## src/rtl/seg_scan_pkg.sv

```systemverilog
// -----------------------------------------------------------------------------
// seg_scan_pkg
// Shared definitions for the 7-segment scan capture block:
//   - normalised segment patterns SEG_0..SEG_9, ordered {a,b,c,d,e,f,g},
//     where 1 means the segment is lit
//   - decode result codes for a blank digit and an unrecognised pattern
//   - the capture FSM state type
//   - small helpers that classify the digit-select vector and scan a frame
// -----------------------------------------------------------------------------
package seg_scan_pkg;

    localparam logic [6:0] SEG_0 = 7'h7E;
    localparam logic [6:0] SEG_1 = 7'h30;
    localparam logic [6:0] SEG_2 = 7'h6D;
    localparam logic [6:0] SEG_3 = 7'h79;
    localparam logic [6:0] SEG_4 = 7'h33;
    localparam logic [6:0] SEG_5 = 7'h5B;
    localparam logic [6:0] SEG_6 = 7'h5F;
    localparam logic [6:0] SEG_7 = 7'h70;
    localparam logic [6:0] SEG_8 = 7'h7F;
    localparam logic [6:0] SEG_9 = 7'h7B;

    localparam logic [3:0]  CODE_BLANK   = 4'hF;
    localparam logic [3:0]  CODE_INVALID = 4'hE;
    localparam logic [31:0] FRAME_BLANK  = 32'hFFFF_FFFF;

    typedef enum logic [1:0] {
        SYNC    = 2'd0,
        COLLECT = 2'd1,
        COMMIT  = 2'd2
    } state_t;

    // Number of active digit-select lines (0 = gap, 1 = digit, >1 = error).
    function automatic logic [3:0] sel_count(input logic [7:0] sel);
        logic [3:0] n;
        n = 4'd0;
        for (int k = 0; k < 8; k++) begin
            n = n + {3'b000, sel[k]};
        end
        return n;
    endfunction

    // Position of the active select line; only meaningful for one-hot input.
    function automatic logic [2:0] sel_index(input logic [7:0] sel);
        logic [2:0] idx;
        idx = 3'd0;
        for (int k = 0; k < 8; k++) begin
            if (sel[k]) begin
                idx = 3'(k);
            end
        end
        return idx;
    endfunction

    // True when any nibble of a frame is the invalid-pattern code.
    function automatic logic has_invalid(input logic [31:0] frame);
        logic hit;
        hit = 1'b0;
        for (int k = 0; k < 8; k++) begin
            if (frame[4*k +: 4] == CODE_INVALID) begin
                hit = 1'b1;
            end
        end
        return hit;
    endfunction

endpackage

```

## src/rtl/seg_scan_capture_decode.sv

```systemverilog
// -----------------------------------------------------------------------------
// seg7_decode
// Combinational 7-segment to 4-bit code decoder.
//   i_seg  [6:0] : normalised segment pattern {a,b,c,d,e,f,g}, 1 = lit
//   o_code [3:0] : 0..9 for a recognised digit, F for all-off, E otherwise
// -----------------------------------------------------------------------------
module seg7_decode
    import seg_scan_pkg::*;
(
    input  logic [6:0] i_seg,
    output logic [3:0] o_code
);

    always_comb begin
        o_code = CODE_INVALID;
        case (i_seg)
            SEG_0:   o_code = 4'h0;
            SEG_1:   o_code = 4'h1;
            SEG_2:   o_code = 4'h2;
            SEG_3:   o_code = 4'h3;
            SEG_4:   o_code = 4'h4;
            SEG_5:   o_code = 4'h5;
            SEG_6:   o_code = 4'h6;
            SEG_7:   o_code = 4'h7;
            SEG_8:   o_code = 4'h8;
            SEG_9:   o_code = 4'h9;
            7'h00:   o_code = CODE_BLANK;
            default: o_code = CODE_INVALID;
        endcase
    end

endmodule

```

## src/rtl/seg_scan_capture.sv

```systemverilog
// -----------------------------------------------------------------------------
// seg_scan_capture
// Receives a multiplexed 8-digit 7-segment bus, debounces each scanned digit,
// decodes it and publishes complete frames.
//
// Ports:
//   Clk           system clock
//   RST           synchronous reset, active high
//   EN            capture enable; low freezes the sample pipeline and the FSM
//   SegsChose[7:0] digit select, bit i selects digit i (digit 0 rightmost)
//   SegsValue[6:0] segment lines {a,b,c,d,e,f,g}
//   Digits[31:0]  last committed frame, nibble i = digit i
//   FrameValid    one-cycle pulse when Digits is written
//   FrameChanged  one-cycle pulse with FrameValid when the frame differs
//   FrameErr      one-cycle pulse on ordering/select error or watchdog expiry
//   BadDigit      high while the committed frame holds an invalid (E) nibble
//
// Optional build macro SEG_CAPTURE_TIMEOUT_EN: adds a watchdog that abandons a
// partially collected frame after TIMEOUT_CYCLES enabled cycles without an
// accepted digit, blanking Digits.
// -----------------------------------------------------------------------------
module seg_scan_capture
    import seg_scan_pkg::*;
#(
    parameter int SETTLE_CYCLES  = 4,
    parameter int SEL_ACTIVE_LOW = 1,
    parameter int SEG_ACTIVE_LOW = 1,
    parameter int TIMEOUT_CYCLES = 4096
) (
    input  logic        Clk,
    input  logic        RST,
    input  logic        EN,
    input  logic [7:0]  SegsChose,
    input  logic [6:0]  SegsValue,
    output logic [31:0] Digits,
    output logic        FrameValid,
    output logic        FrameChanged,
    output logic        FrameErr,
    output logic        BadDigit
);

    localparam logic [7:0] SETTLE = 8'(SETTLE_CYCLES);

    // Normalised sample (1 = active) and the sample before it.
    logic [7:0]       r_sel;
    logic [6:0]       r_seg;
    logic [7:0]       r_prev_sel;
    logic [6:0]       r_prev_seg;
    logic [7:0]       r_cnt;

    state_t           r_state;
    logic [2:0]       r_idx;
    logic [7:0][3:0]  r_shadow;
    logic [31:0]      r_digits;
    logic             r_frame_valid;
    logic             r_frame_changed;
    logic             r_frame_err;
    logic             r_bad_digit;

    logic             w_same;
    logic [7:0]       w_cnt_next;
    logic             w_settled;
    logic [3:0]       w_sel_n;
    logic [2:0]       w_idx;
    logic [3:0]       w_code;
    logic             w_accept;
    logic             w_sel_err;

    always_ff @(posedge Clk) begin
        if (RST) begin
            r_sel      <= '0;
            r_seg      <= '0;
            r_prev_sel <= '0;
            r_prev_seg <= '0;
            r_cnt      <= '0;
        end else if (EN) begin
            r_sel      <= (SEL_ACTIVE_LOW != 0) ? ~SegsChose : SegsChose;
            r_seg      <= (SEG_ACTIVE_LOW != 0) ? ~SegsValue : SegsValue;
            r_prev_sel <= r_sel;
            r_prev_seg <= r_seg;
            r_cnt      <= w_cnt_next;
        end
    end

    assign w_same     = ({r_sel, r_seg} == {r_prev_sel, r_prev_seg});
    assign w_cnt_next = !w_same ? 8'd1 : ((r_cnt == SETTLE) ? r_cnt : r_cnt + 8'd1);
    // Fires only on the arrival at SETTLE; a saturated counter holding the
    // same sample does not fire again. A change reloading straight to
    // SETTLE (SETTLE_CYCLES == 1) counts as a new arrival.
    assign w_settled  = (w_cnt_next == SETTLE) && (!w_same || (r_cnt != SETTLE));
    assign w_sel_n    = sel_count(r_sel);
    assign w_idx      = sel_index(r_sel);
    assign w_accept   = EN && w_settled && (w_sel_n == 4'd1);
    // One error per distinct multi-select pattern, not one per cycle.
    assign w_sel_err  = EN && !w_same && (w_sel_n > 4'd1);

    seg7_decode u_decode (
        .i_seg  (r_seg),
        .o_code (w_code)
    );

`ifdef SEG_CAPTURE_TIMEOUT_EN
    localparam logic [31:0] WD_LAST = 32'(TIMEOUT_CYCLES - 1);
    logic [31:0] r_wd;
    logic        w_timeout;

    assign w_timeout = (r_state == COLLECT) && (r_wd == WD_LAST);

    always_ff @(posedge Clk) begin
        if (RST) begin
            r_wd <= '0;
        end else if (EN) begin
            if ((r_state != COLLECT) || w_accept || w_sel_err || w_timeout) begin
                r_wd <= '0;
            end else begin
                r_wd <= r_wd + 32'd1;
            end
        end
    end
`endif

    always_ff @(posedge Clk) begin
        if (RST) begin
            r_state         <= SYNC;
            r_idx           <= 3'd0;
            r_shadow        <= FRAME_BLANK;
            r_digits        <= FRAME_BLANK;
            r_frame_valid   <= 1'b0;
            r_frame_changed <= 1'b0;
            r_frame_err     <= 1'b0;
            r_bad_digit     <= 1'b0;
        end else begin
            r_frame_valid   <= 1'b0;
            r_frame_changed <= 1'b0;
            r_frame_err     <= 1'b0;
            if (EN) begin
                // The commit always lands; events seen in the same cycle are
                // handled below as if already back in COLLECT with idx 0.
                if (r_state == COMMIT) begin
                    r_digits        <= r_shadow;
                    r_frame_valid   <= 1'b1;
                    r_frame_changed <= (r_shadow != r_digits);
                    r_bad_digit     <= has_invalid(r_shadow);
                end
                if (w_sel_err) begin
                    r_frame_err <= 1'b1;
                    r_state     <= SYNC;
                    r_idx       <= 3'd0;
                    r_shadow    <= FRAME_BLANK;
                end else if (w_accept) begin
                    if (r_state == SYNC) begin
                        if (w_idx == 3'd0) begin
                            r_shadow <= {28'hFFF_FFFF, w_code};
                            r_idx    <= 3'd1;
                            r_state  <= COLLECT;
                        end
                    end else if (w_idx == r_idx) begin
                        r_shadow[r_idx] <= w_code;
                        if (r_idx == 3'd7) begin
                            r_idx   <= 3'd0;
                            r_state <= COMMIT;
                        end else begin
                            r_idx   <= r_idx + 3'd1;
                            r_state <= COLLECT;
                        end
                    end else begin
                        r_frame_err <= 1'b1;
                        // An out-of-order digit 0 is itself a valid frame start.
                        if (w_idx == 3'd0) begin
                            r_shadow <= {28'hFFF_FFFF, w_code};
                            r_idx    <= 3'd1;
                            r_state  <= COLLECT;
                        end else begin
                            r_shadow <= FRAME_BLANK;
                            r_idx    <= 3'd0;
                            r_state  <= SYNC;
                        end
                    end
                end else if (r_state == COMMIT) begin
                    r_state <= COLLECT;
`ifdef SEG_CAPTURE_TIMEOUT_EN
                end else if (w_timeout) begin
                    r_frame_err     <= 1'b1;
                    r_state         <= SYNC;
                    r_idx           <= 3'd0;
                    r_shadow        <= FRAME_BLANK;
                    r_digits        <= FRAME_BLANK;
                    r_frame_valid   <= 1'b1;
                    r_frame_changed <= (r_digits != FRAME_BLANK);
                    r_bad_digit     <= 1'b0;
`endif
                end
            end
        end
    end

    assign Digits       = r_digits;
    assign FrameValid   = r_frame_valid;
    assign FrameChanged = r_frame_changed;
    assign FrameErr     = r_frame_err;
    assign BadDigit     = r_bad_digit;

endmodule
```

## config.mk

```make
export PLATFORM = sky130hd
export DESIGN_NAME = seg_scan_capture
export DESIGN_NICKNAME = d
export VERILOG_FILES = /design/src/rtl/seg_scan_pkg.sv /design/src/rtl/seg_scan_capture_decode.sv /design/src/rtl/seg_scan_capture.sv
export SDC_FILE = /design/constraint.sdc
export NUM_CORES = 1
export LEC_CHECK = 0
export CORE_MARGIN = 8
export CORE_UTILIZATION = 55
export DETAILED_ROUTE_END_ITERATION = 7
export PLACE_DENSITY_LB_ADDON = 0.12
export SLEW_MARGIN = 30
export SYNTH_ARGS = -nofsm -noshare
export SYNTH_HDL_FRONTEND = slang
export SYNTH_HIERARCHICAL = 1
export SYNTH_SLANG_ARGS = --single-unit
```

## constraint.sdc

```tcl
create_clock -name Clk -period 12.5 [get_ports Clk]
set_input_delay 3.125 -clock Clk [delete_from_list [all_inputs] [get_ports Clk]]
set_output_delay 3.125 -clock Clk [all_outputs]
set_load 0.1 [all_outputs]
```

==> results.py <==
metrics = {
    "floorplan": {
        "io_pins": 54,
        "fp.dieW_um": 117,
        "die-area_um2": 13800,
        "initial_core_util_pct": 55.7,
        "die_h_um": 117,
        "rows": 37,
        "core_um2": 10100,
    },
    "timing": {
        "worst_slew_pin_slew_ps": 976,
        "rsz0062_at_grt": "no",
        "min_period_over_period_pct": 44.2,
        "final.setup.tns_ps": 0,
        "clock_skew_ps": 12.1,
        "holdWs_ps": 502,
        "hold_viol": 0,
        "max_slew_margin_pct": 34.7,
        "fmax_ghz": 0.181,
        "setup_violations": 0,
        "post-route-min-period_ps": 5530,
        "slew_violations": 0,
    },
    "cts": {
        "clk_latency_ps": 380,
        "cts_buffer_depth": 2,
        "clockRootBuffer": "clkbuf_8",
        "cts.clk_slew.worst_paths_ps": 100,
        "cts-hold-fix-buffers": 0,
        "cts.sinks": 111,
        "cts_tree": "built",
        "cts.repair.resized": 0,
        "cts_inserted_buffers": 9,
        "post_cts_buffers": 0,
        "cts_htree_levels": 3,
    },
    "finish": {
        "final_area_um2": 6290,
        "num-nets-final": 714,
        "drive_gt1_share_pct": 5.96,
        "n_antenna_cell": 0,
        "area.growth.synth_to_final_pct": 11.4,
        "utilization_pct": 62.1,
    },
    "worst_setup_path": {
        "crit_path_end_kind": "flop",
        "critPathSlowestCell": "o21ai_4",
        "slowest_delay_ps": 680,
        "worstPathArrival_ps": 5830,
        "worst-path-max-fanout": 62,
        "r2r_end": "r_shadow[2]",
        "criticalPathCategory": "in -> reg",
        "endpoint": "r_shadow[2]",
        "required_ps": 12800,
        "crit_buf_inv": 3,
        "path_delay_family": "compound AO/OA/AOI/OAI gates",
        "r2r_cells": 15,
        "cp_cell_sequence": "buf_2 -> buf_4 -> inv_1 -> nor4_1 -> nand4_2 -> o21ai_4 -> o21a_2 -> mux2i_1",
        "cp_num_cells": 8,
        "crit_start": "EN",
        "reg2reg_slack_ps": 7370,
        "start_kind": "input port",
        "r2r-start": "r_sel[3]",
    },
    "route": {
        "dr.first_iter.drc_count": 313,
        "final_antenna_net_count": 0,
        "routedWlPerCell_um": 16.3,
        "vias": 4844,
        "wirelength_mm": 13.4,
        "drc": 0,
        "firstDrtPassIters": 5,
        "vias_per_cell": 5.88,
    },
    "placement": {
        "place_congestion": 0.806,
        "numPortBuffers": 53,
        "hpwl_mm": 9.59,
        "place_area_um2": 6130,
    },
    "yosys": {
        "synthFlopType": "dfxtp_1",
        "synth_edf_count": 0,
        "ys_warn_count": 6,
        "synth_area_leaders": "dfxtp_1 (39%), xnor2_1 (7.1%), nand2_1 (5.6%), a211oi_1 (5.3%), nor2_1 (4.4%)",
        "ys_ff_latch": 111,
        "ys_seq_area_share_pct": 39.3,
        "synth-async-reset-ratio_pct": 0,
        "synthCells": 665,
        "syn_area_um2": 5650,
        "synth_top_area_share_pct": 39.3,
        "yosysUniqueCellTypes": 68,
        "synth_nets": 694,
        "syn_area_per_cell_um2": 8.49,
        "synth_top_cell_by_area": "dfxtp_1",
    },
    "global_routing": {
        "antenna_found_initial": 0,
        "grt_use_total_pct": 19.4,
        "grt-ovfl-total": 0,
        "grt_pass1_vias": 4661,
        "grt_max_degree": 82,
        "grt_pass1_wl_mm": 22.7,
    },
    "pwr": {
        "power_density_nw_per_um2": 107,
        "p_total_uw": 674,
        "p_leak_uw": 0.00237,
        "ir_drop_v": 0.0000617,
    },
    "outcome": {
        "outcome": "finished clean",
    },
    "run": {
        "cap_viol_max_count": 0,
    },
    "hold_path": {
        "hold_path.class": "reg -> reg",
    },
}
==> registers in the layout (all words and copies together), names as in the netlist <==
| name | count |
|---|---|
| BadDigit | 1 |
| Digits | 32 |
| FrameChanged | 1 |
| FrameErr | 1 |
| FrameValid | 1 |
| r_cnt | 8 |
| r_idx | 3 |
| r_prev_seg | 7 |
| r_prev_sel | 8 |
| r_seg | 7 |
| r_sel | 8 |
| r_shadow | 32 |
| r_state | 2 |
==> stage by stage <==
stage | setup WS, ps | cells
floorplan | 7810 | 665
global placement | 6670 | 810
detailed placement | 6560 | 810
CTS | 6950 | 824
global route | 6700 | 824
finish | 6970 | 824
==> worst register-to-register path, stage by stage, from the launching register on <==
cell and delay, ps:
dfxtp_1 510, fa_1 470, inv_1 70, fa_1 420, fa_1 440, inv_1 80
ha_1 150, inv_1 60, fa_1 510, nor4bb_1 390, a32oi_1 250, a211oi_4 340
nand4_2 170, o21ai_4 680, o21a_2 330, mux2i_1 200
==> final cells by class <==
class	instances	area, um2
clock inverters	3	21.3
clock buffers	11	141
repair buffers	55	536
inverters	17	63.8
flip-flops and latches	111	2220
well taps	136	170
fillers	907	3840
multi-input cells	491	3140
==> cell families (layout without fill, tap and decap cells) <==
group	count (synthesis)	count (layout)	synth area share, %
AOI/OAI and AO/OA	133	133	16.3
xor gates and xnor gates	49	49	7.60
adders and majority gates	11	11	2.97
buffers and inverters	63	86	5.14
DFF	111	111	39.3
muxes	20	20	3.54
and+or+nand+nor	278	278	25.1
==> synthesized netlist by cell type, types with 8 or more instances <==
cell      number
o21ai_0       12
mux2i_1       20
nand4b_1       9
nand4_1       14
nand2_1       85
clkbuf_1      34
a211oi_1      40
nor3_1         8
xnor2_1       46
dfxtp_1      111
nand3_1       38
inv_1         17
nor2_1        66
a21oi_1       37
o211ai_1       9
nor4_1         8
==> power breakdown <==
group / switching, uW / internal (uW)
sequential: 15.8 / 362
combinational: 65.0 / 39.4
clock: 116 / 76.0
total: 196 / 477
==> cell usage in the layout, fill, tap and decap left out, types with 10 or more instances in the layout <==
cell	Yosys	routed
mux2i_1	20	20
a211oi_1	40	40
nand4_1	14	14
clkdlybuf4s50_1	0	51
clkbuf_8	0	10
inv_1	17	16
nand2_1	85	84
dfxtp_1	111	111
nand3_1	38	38
o21ai_0	12	12
nor2_1	66	66
xnor2_1	46	46
a21oi_1	37	37
==> worst min path at each step <==
stage                from          to  slack, ps  cells after the start
6_report       Digits[24]  Digits[24]        500                      2
2_1_floorplan    r_cnt[5]    r_cnt[5]        460                      2
4_1_cts        Digits[31]  Digits[31]        510                      2
5_1_grt        Digits[30]  Digits[30]        530                      2
3_5_place_dp   Digits[31]  Digits[31]        490                      2
3_3_place_gp   Digits[30]  Digits[30]        480                      2
==> metal layers <==
metal	wire [um]	global-route usage [%]
met5	0	0
met4	423	10.2
met3	518	3.45
met2	6430	32.3
met1	6020	23.3
No activity file was read; power rests on OpenSTA's default activity.
==> patch 1, RTL diff (config.mk and constraints unchanged) <==
Re-encode `state_t` (3 states) as one-hot, 3 bits wide.
--- a/src/rtl/seg_scan_pkg.sv
+++ b/src/rtl/seg_scan_pkg.sv
@@ -24,10 +24,10 @@
     localparam logic [3:0]  CODE_INVALID = 4'hE;
     localparam logic [31:0] FRAME_BLANK  = 32'hFFFF_FFFF;
 
-    typedef enum logic [1:0] {
-        SYNC    = 2'd0,
-        COLLECT = 2'd1,
-        COMMIT  = 2'd2
+    typedef enum logic [2:0] {
+        SYNC    = 3'b001,
+        COLLECT = 3'b010,
+        COMMIT  = 3'b100
     } state_t;
 
     // Number of active digit-select lines (0 = gap, 1 = digit, >1 = error).
Function: same outputs for any inputs over 4 cycles, from zero or initial values and one cycle with RST high; so few cycles prove little.
==> patch 1 against the unedited design <==
Power increased by 10%; clock skew decreased by 0.0027 ns; cell area rose by 1.5%; setup slack better by 0.28 ns; worst hold slack worse by 0.0023 ns; area after synthesis up 0.16%; register-to-register slack better by 0.09 ns; sequential cell count up 1; highest routed layer unchanged; die area up 0.14%; combinational power up 23%; wire length decreased by 1.7%; synthesized cell count is 0.60% higher; largest cell class unchanged.
==> patch 1: results <==
metrics = {
    "route": {
        "ant_nets": 0,
        "vias_per_cell": 5.783,
        "drtIter0Drc": 379,
        "route.met2.wl_um": 6254,
        "wl_met3_um": 599,
        "wl_met1_um": 5986,
        "drt-total-wl_um": 13170,
    },
    "final_layout": {
        "fin_nets": 722,
        "drive_gt1_share_pct": 5.874,
        "area_growth_pct": 12.91,
        "fin_cells": 834,
        "nFillCells": 884,
    },
    "worst_hold_path": {
        "hp-class": "reg -> reg",
        "whs_path_depth": 2,
        "hold_start": "Digits[29]$_SDFFE_PP1P_",
        "hold_path_end": "Digits[29]$_SDFFE_PP1P_",
    },
    "synth": {
        "yosys_warnings": 6,
        "synthTopCellsByArea": "dfxtp_1 40%, xnor2_1 7.3%, nand2_1 5.8%",
        "ys_types": 65,
        "synth_compound_area_share_pct": 14.86,
        "synthXorXnorAreaFrac_pct": 7.895,
        "synth_edf_count": 0,
        "synth_mux_area_share_pct": 3.538,
        "yosys.area_share.adder_pct": 2.963,
        "netlist_instances": 669,
        "synthTopCellsByCount": "112 x dfxtp_1, 88 x nand2_1, 78 x nor2_1, 47 x xnor2_1, 46 x nand3_1",
        "syn_nets": 698,
        "ys_seq_area_share_pct": 39.63,
    },
    "clock_tree": {
        "clk_path_buf_depth": 2,
        "clk_latency_ns": 0.37,
    },
    "timing": {
        "fin_hold_ws_ns": 0.4996,
        "fmax_mhz": 190.7,
        "finClkSkew_ns": 0.009330,
        "tightest_slew_ns": 0.9873,
    },
    "placement": {
        "place_ws_ns": 6.867,
        "dp.cells": 818,
        "placed_cell_area_um2": 6172,
        "hpwl_um": 9391,
        "gp_congestion": 0.9177,
    },
    "power": {
        "peakVddDrop_mv": 0.06760,
        "leakage_nw": 2.499,
    },
    "grt": {
        "grt_pass1_vias": 4588,
        "grtUsageMet1_pct": 23.73,
        "grt_max_degree": 83,
        "use_met3_pct": 3.501,
        "grt_pass1_wl_um": 22490,
        "track_usage_pct": 19.09,
        "use_met2_pct": 31.33,
    },
    "run": {
        "maxCapViolations": 0,
    },
    "setup_path": {
        "r2r_slack_ns": 7.46,
        "cp_max_fo": 66,
        "critPathSlowestCell": "nor2b_2",
        "crit_end": "r_shadow[19]$_SDFFE_PP1P_",
        "arrival_ns": 5.46,
        "r2r_cells": 16,
        "cpPeakStageDelay_ns": 0.70,
    },
    "outcome": {
        "outcome": "completed",
    },
}
## patch 1: cell count changes after synthesis, sizes merged, moves of 4 or more
cell,unedited run,this run
o21ai,14,20
a32oi,1,21
o211ai,9,2
clkbuf,34,28
nor2,66,78
nand3,38,46
a22oi,7,0
a211oi,41,18
buf,12,16
a21oi,38,15
o32a,0,8
## patch 1: cell type report
type / instances / share of cell area [%]
Tap cell: 136 / 2.664
Timing Repair Buffer: 57 / 8.617
Clock inverter: 3 / 0.7442
Sequential cell: 112 / 35.10
Inverter: 20 / 1.175
Multi-Input combinational cell: 493 / 49.06
Clock buffer: 13 / 2.644
## patch 1: worst max-delay path: cells and delay by family
family	cells	cell delay, ns
buffers and inverters	3	0.83
AO/OA/AOI/OAI	3	0.62
AND/OR/NAND/NOR	2	0.86
## patch 1: where the power goes
| part | internal, mW | total (mW) | switching, mW |
|---|---|---|---|
| sequential | 0.366 | 0.383 | 0.0161 |
| clock | 0.111 | 0.233 | 0.122 |
| combinational | 0.0505 | 0.128 | 0.0771 |
==> patch 2, RTL diff (same flow settings) <==
Made on the original files. Add a define of `SEG_CAPTURE_TIMEOUT_EN`.
--- a/src/rtl/seg_scan_capture.sv
+++ b/src/rtl/seg_scan_capture.sv
@@ -19,6 +19,8 @@
 // partially collected frame after TIMEOUT_CYCLES enabled cycles without an
 // accepted digit, blanking Digits.
 // -----------------------------------------------------------------------------
+`define SEG_CAPTURE_TIMEOUT_EN
+
 module seg_scan_capture
     import seg_scan_pkg::*;
 #(
Behaviour: no difference found for any inputs over 4 cycles, from zero or initial values and one cycle with RST high; that may be too few to reach the edited logic, so the function may still have changed.
==> patch 2 against the unedited design <==
Die area rose by 18%; clock power rose to 2.7 times the old value; critical path depth is the same; first-iteration DRC count grew 43%; register-to-register slack gained 0.25 ns; sequential cell count rose by 32; area after synthesis grew 21%; wire length grew 18%; power grew 61%; clock skew decreased by 0.0058 ns; cell area grew 28%; setup slack got worse by 0.23 ns; critical path type unchanged.
==> patch 2: results <==
metrics = {
    "synth": {
        "ys_seq_area_share_pct": 41.81,
        "netlist_instances": 746,
        "syn_nets": 776,
        "synthTopCellsByArea": "dfxtp_1 42%, o22a_1 7.2%, xnor2_1 6.4%",
        "ys_types": 63,
        "synthTopCellsByCount": "143 x dfxtp_1, 93 x nor2_1, 56 x o22a_1, 50 x xnor2_1, 37 x nand4_1",
    },
    "route": {
        "wl_per_cell_um": 16.47,
        "vias_per_cell": 5.808,
        "drt-total-wl_um": 15860,
        "drtIter0Drc": 449,
    },
    "placement": {
        "hpwl_um": 11290,
        "gp_congestion": 0.8505,
        "dp.cells": 932,
    },
    "final_layout": {
        "drive_gt1_share_pct": 6.667,
        "fin_nets": 813,
        "nFillCells": 998,
    },
    "timing": {
        "fin_hold_ws_ns": 0.4694,
        "finClkSkew_ns": 0.006202,
        "tightest_slew_ns": 0.9842,
    },
    "clock_tree": {
        "path_clk_slew_ns": 0.06,
        "root_buffer": "clkbuf_16",
        "htree_levels": 4,
        "clk_latency_ns": 0.42,
        "cts-buffers-inserted": 17,
    },
    "outcome": {
        "outcome": "completed",
    },
    "power": {
        "power.switching_mw": 0.2452,
        "leakage_nw": 3.063,
        "peakVddDrop_mv": 0.09902,
    },
    "setup_path": {
        "arrival_ns": 6.07,
        "cp_max_fo": 66,
        "r2r_slack_ns": 7.62,
    },
    "grt": {
        "grt_pass1_wl_um": 25750,
        "grt_max_degree": 67,
        "track_usage_pct": 19.58,
        "grt_pass1_vias": 5241,
    },
}
==> patch 2: kinds of logic after synthesis <==
group | share of synthesized area [%]
flops | 41.81
mux | 2.339
fa+ha+maj | 2.632
simple gates | 22.06
buf+inv | 3.710
compound gates | 16.96
xor+xnor | 10.49
==> patch 2: metal layers <==
metal,track usage [%],up-vias,share of wire (%)
met5,0,-,0
met4,9.021,0,2.3
met3,4.534,26,4.3
met2,32.59,116,48
met1,23.53,2656,46
li1,-,2795,-
==> patch 2: area by class of cell <==
type,instances,area share [%]
Inverter,22,1.025
Clock inverter,5,1.242
Timing Repair Buffer,55,6.678
Multi-Input combinational cell,544,46.47
Sequential cell,143,35.53
Clock buffer,26,6.445
Tap cell,168,2.609
==> patch 2: worst paths after layout <==
path / startpoint / to
worst max-delay path: EN / r_shadow[12]$_SDFFE_PP1P_
worst min-delay path: BadDigit$_SDFFE_PP0P_ / BadDigit$_SDFFE_PP0P_
worst max register to register: r_sel[1]$_SDFFE_PP0P_ / r_shadow[12]$_SDFFE_PP1P_
worst min register to register: BadDigit$_SDFFE_PP0P_ / BadDigit$_SDFFE_PP0P_
==> patch 2: through the flow <==
step	instance area [µm²]	setup slack, ns	power (mW)
2_1_floorplan	6847	7.277	0.5477
3_3_place_gp	7425	6.437	0.5653
3_5_place_dp	7435	6.308	0.5695
4_1_cts	8054	6.739	1.090
5_1_grt	8056	6.463	1.121
6_report	8056	6.738	1.086
==> patch 2: critical path: stages <==
cell and delay [ns]:
buf_2 0.07, buf_4 0.57, clkinv_1 0.51, nor3_4 0.45, nand2_1 0.17, nor4_4 0.67
nand4b_1 0.29, a2bb2oi_1 0.20
==> patch 2: power groups by stage <==
| stage | clock network, mW | registers, mW | logic (mW) |
|---|---|---|---|
| CTS | 0.530 | 0.475 | 0.0854 |
| floorplan | 0 | 0.481 | 0.0663 |
| detailed placement | 0 | 0.485 | 0.0850 |
| global route | 0.549 | 0.476 | 0.0957 |
| finish | 0.525 | 0.475 | 0.0858 |
| global placement | 0 | 0.484 | 0.0813 |
